--- config.mk ---
export PLATFORM = sky130hd
export DESIGN_NAME = mem_arbiter
export DESIGN_NICKNAME = d
export VERILOG_FILES = /design/src/rtl/mem_arbiter_pkg.sv /design/src/rtl/mem_arbiter_arb_pick.sv /design/src/rtl/mem_arbiter.sv
export SDC_FILE = /design/constraint.sdc
export NUM_CORES = 1
export LEC_CHECK = 0
export BUFFER_PORTS_ARGS = -buffer_cell sky130_fd_sc_hd__clkbuf_2
export CAP_MARGIN = 40
export CORE_ASPECT_RATIO = 2
export CORE_MARGIN = 2
export CORE_UTILIZATION = 25
export DETAILED_ROUTE_END_ITERATION = 6
export GPL_TIMING_DRIVEN = 0
export SLEW_MARGIN = 30
export SYNTH_ARGS = -nofsm -noshare
export SYNTH_HDL_FRONTEND = slang
export SYNTH_HIERARCHICAL = 1
export SYNTH_SLANG_ARGS = --single-unit
--- constraint.sdc ---
create_clock -name clk -period 1.7 [get_ports clk]
set_input_delay 0.425 -clock clk [delete_from_list [all_inputs] [get_ports clk]]
set_output_delay 0.425 -clock clk [all_outputs]
set_load 0.05 [all_outputs]
--- src/rtl/mem_arbiter_pkg.sv ---
// Shared widths, FSM state encoding and owner encoding for the memory arbiter.
package mem_arbiter_pkg;

    localparam int WORD_SIZE  = 16;
    localparam int FETCH_SIZE = 64;

    typedef enum logic [1:0] {
        ST_IDLE   = 2'd0,
        ST_ACCESS = 2'd1,
        ST_RESP   = 2'd2
    } arbState;

    localparam logic OWN_I = 1'b0;
    localparam logic OWN_D = 1'b1;

endpackage

--- src/rtl/mem_arbiter_arb_pick.sv ---
// Combinational grant decision between the I and D requesters.
// ARB_RR_EN selects round-robin; otherwise D has fixed priority over I.
module arb_pick
    import mem_arbiter_pkg::*;
(
    input  logic i_req,
    input  logic d_req,
    input  logic rr_last,
    output logic grant_d
);

`ifdef ARB_RR_EN
    // On a tie the side opposite the last owner wins; a lone requester always wins.
    assign grant_d = d_req && (!i_req || (rr_last == OWN_I));
`else
    logic unusedPickInputs;
    assign unusedPickInputs = i_req ^ rr_last;
    assign grant_d = d_req;
`endif

endmodule

--- src/rtl/mem_arbiter.sv ---
// Shares one memory port between the I-cache and D-cache, one line access at a time.
// Build option: define ARB_RR_EN for round-robin arbitration instead of D-over-I priority.
module mem_arbiter
    import mem_arbiter_pkg::*;
#(
    parameter int LATENCY = 4
) (
    input  logic                  clk,
    input  logic                  reset_n,
    input  logic                  i_req,
    input  logic                  i_write,
    input  logic [WORD_SIZE-1:0]  i_addr,
    input  logic [FETCH_SIZE-1:0] i_wdata,
    output logic                  i_ready,
    output logic [FETCH_SIZE-1:0] i_rdata,
    input  logic                  d_req,
    input  logic                  d_write,
    input  logic [WORD_SIZE-1:0]  d_addr,
    input  logic [FETCH_SIZE-1:0] d_wdata,
    output logic                  d_ready,
    output logic [FETCH_SIZE-1:0] d_rdata,
    output logic                  readM,
    output logic                  writeM,
    output logic [WORD_SIZE-1:0]  address,
    output logic [FETCH_SIZE-1:0] mem_wdata,
    input  logic [FETCH_SIZE-1:0] mem_rdata,
    output logic                  busy,
    output logic                  grant_d,
    output logic [1:0]            dbgState
);

    // Handshake: req is a level held until its ready; ready is a one-cycle
    // completion strobe and rdata is valid with it. Inputs are sampled only in IDLE.

    localparam logic [3:0] LAST_CNT = 4'(LATENCY - 1);

    arbState               state, nextState;
    logic [3:0]            cnt;
    logic                  owner, opWrite;
    logic [WORD_SIZE-1:0]  addrReg;
    logic [FETCH_SIZE-1:0] wdataReg, iRdataReg, dRdataReg;
    logic                  pickD, rrLast, anyReq, lastBeat;

    assign anyReq   = i_req || d_req;
    assign lastBeat = (cnt == LAST_CNT);

    arb_pick uPick (
        .i_req   (i_req),
        .d_req   (d_req),
        .rr_last (rrLast),
        .grant_d (pickD)
    );

`ifdef ARB_RR_EN
    always_ff @(posedge clk or negedge reset_n) begin
        if (!reset_n)
            rrLast <= OWN_I;
        else if (state == ST_IDLE && anyReq)
            rrLast <= pickD;
    end
`else
    assign rrLast = OWN_I;
`endif

    always_comb begin
        nextState = state;
        readM     = 1'b0;
        writeM    = 1'b0;
        i_ready   = 1'b0;
        d_ready   = 1'b0;
        busy      = 1'b0;
        case (state)
            ST_IDLE: begin
                if (anyReq) nextState = ST_ACCESS;
            end
            ST_ACCESS: begin
                busy   = 1'b1;
                readM  = !opWrite;
                writeM = opWrite;
                if (lastBeat) nextState = ST_RESP;
            end
            ST_RESP: begin
                busy      = 1'b1;
                i_ready   = (owner == OWN_I);
                d_ready   = (owner == OWN_D);
                nextState = ST_IDLE;
            end
            default: nextState = ST_IDLE;
        endcase
    end

    always_ff @(posedge clk or negedge reset_n) begin
        if (!reset_n) begin
            state     <= ST_IDLE;
            cnt       <= '0;
            owner     <= OWN_I;
            opWrite   <= 1'b0;
            addrReg   <= '0;
            wdataReg  <= '0;
            iRdataReg <= '0;
            dRdataReg <= '0;
        end else begin
            state <= nextState;
            case (state)
                ST_IDLE: begin
                    if (anyReq) begin
                        owner    <= pickD;
                        opWrite  <= pickD ? d_write : i_write;
                        addrReg  <= pickD ? d_addr  : i_addr;
                        wdataReg <= pickD ? d_wdata : i_wdata;
                        cnt      <= '0;
                    end
                end
                ST_ACCESS: begin
                    cnt <= cnt + 4'd1;
                    // Read data is taken on the edge that ends the last strobe cycle.
                    if (lastBeat && !opWrite) begin
                        if (owner == OWN_D)
                            dRdataReg <= mem_rdata;
                        else
                            iRdataReg <= mem_rdata;
                    end
                end
                default: ;
            endcase
        end
    end

    assign address   = addrReg;
    assign mem_wdata = wdataReg;
    assign i_rdata   = iRdataReg;
    assign d_rdata   = dRdataReg;
    assign grant_d   = owner;
    assign dbgState  = state;

endmodule

==> flow_summary.toml <==
[outcome]
status = "finished with violations"
violations = "setup timing"

[drt]
ant_nets = 0
drc = 0
first_pass_iters = 4
routedWlPerCell_um = 19.0
drt_iter0_markers = 169
routed_wirelength_um = 31100
vias = 7215
routed_via_density = 4.40

[setup_path]
slowest_stage = "dfrtp_2"
path_delay_family = "flip-flops"
cp_slowest_stage_delay_ps = 420
start_kind = "register"
cp_max_fo = 4
endpoint_kind = "primary output"
critPathKind = "reg2out"
required_ps = 1270
crit_chain = "inv_4 -> ha_4 -> buf_8 -> and2_4 -> clkbuf_16"
crit_arrival_ps = 1580
crit_buf_inv = 3

[die]
initial_utilization = 0.254
die_w_um = 141
placementRows = 100
dieArea_um2 = 39400
ioPinCount = 446
core_area_um2 = 37200
die_h_um = 279

[global_routing]
grt_pass1_wl_um = 46100
gr-total-overflow = 0
grt_pass1_vias = 7864
grt_max_degree = 82
grt_usage = 0.153
antenna_found_initial = 1

[finish]
instances_no_fill = 1639
fillers = 3640
syn2layout_area_growth_pct = 46.0
fin_nets = 1401
utilization = 0.371
multi_input_area_um2 = 3770
seqCellArea_um2 = 5410
drive_above_1_share = 0.590

[place]
place.gp.congestion = 0.886
dp_hpwl_um = 23100
dp.cells = 1574
port_buffers = 445

[sta]
hold_viol_final = 0
setup_viol = 133
rsz0062_at_grt = "true"
max_freq_mhz = 498
fin_skew_ps = 13.6
maxSlewViolCount = 0
holdWs_ps = 155
finalCritPeriodShare = 1.18
slew_headroom = 0.649
setup_ws_ps = -309
max_slew.worst_pin.slew_ps = 527
min_period_ps = 2010

[clocking]
clock-sinks = 216
cts_buffer_depth = 3
clk_transition_reported_paths_ps = 70
cts_tree = "yes"
clk_latency_ps = 510
htreeDepth = 1
root_buffer = "clkbuf_16"
cts-buffers-inserted = 21

[power_and_ir_drop]
power_density_nw_per_um2 = 2150
total_power_mw = 29.7
leakage_nw = 7.34
max-vdd-ir-drop_mv = 1.03

[synthesis]
netlist_area_um2 = 9440
synth_nets = 902
avgSynthCellArea_um2 = 14.1
synth_cells = 668
yosys_warnings = 6

[flow_run]
cap_violations = 0

[worst_hold_path]
hp-class = "in2reg"
-- layout by cell type (no fill, tap or decap), types with 15 or more instances in the layout --
cell type,n
mux2i_1,81
clkbuf_2,439
mux2_4,125
o21ai_0,67
o21ai_1,17
buf_12,19
nand2_1,85
buf_2,15
dfrtp_1,213
clkbuf_16,25
-- power breakdown --
part	switching (mW)	internal [mW]
sequential	1.33	7.33
combinational	11.3	4.77
clock	2.03	2.90
-- layout make-up --
type,count,area share
antenna,1,0.000182
tap,459,0.0417
timing repair buffer,479,0.207
multi-input combinational,407,0.274
clock inverter,5,0.00754
buffer,40,0.0331
sequential,216,0.393
clock buffer,30,0.0435
inverter,2,0.000726
-- repair_timing --
item	in CTS	in global routing
cloned	9	1
buffers inserted	22	4
hold buffers	1	0
resized for setup	75	50
hold endpoints to repair	59	0
pin swaps	4	1
setup endpoints to repair	221	181
-- worst reg2reg max path, stage by stage (launching register included) --
cell and delay [ps]:
dfrtp_2 450, inv_4 70, ha_4 140, nor2b_4 190, and3_4 310, buf_16 170, buf_12 110, buf_6 90
mux2_4 280
-- path summary, 6_finish.rpt --
path,from,slack [ps],to,cells past startpoint
max,dbgState[1],-310,writeM,5
min,mem_rdata[34],150,d_rdata[34],2
max reg2reg,dbgState[1],-220,d_rdata[2],8
min reg2reg,address[3],480,address[3],2
max in group asynchronous,reset_n,400,i_rdata[35],3
min in group asynchronous,reset_n,470,i_rdata[4],2
-- layer usage --
metal,vias to the layer above,global-route usage,part of all wire
li1,3334,-,-
met1,3520,0.150,0.33
met2,289,0.297,0.57
met3,72,0.0274,0.054
met4,0,0.0821,0.046
met5,-,0,0
-- flip-flops by register name (all words and copies together), names as in the netlist --
register,cells
opWrite,1
address,16
grant_d,1
i_rdata,64
cnt,4
d_rdata,64
mem_wdata,64
dbgState,2
-- through the flow --
stage          instance area, µm²  setup slack [ps]  setup TNS, ps
6_report                    13800              -309         -23040
5_1_grt                     13800              -360         -31860
4_1_cts                     13800              -355         -24400
3_5_place_dp                12400              -303         -42470
3_3_place_gp                12300             -4440        -897080
2_1_floorplan                9510              -341         -37710
No activity file was read; power rests on OpenSTA's default activity.
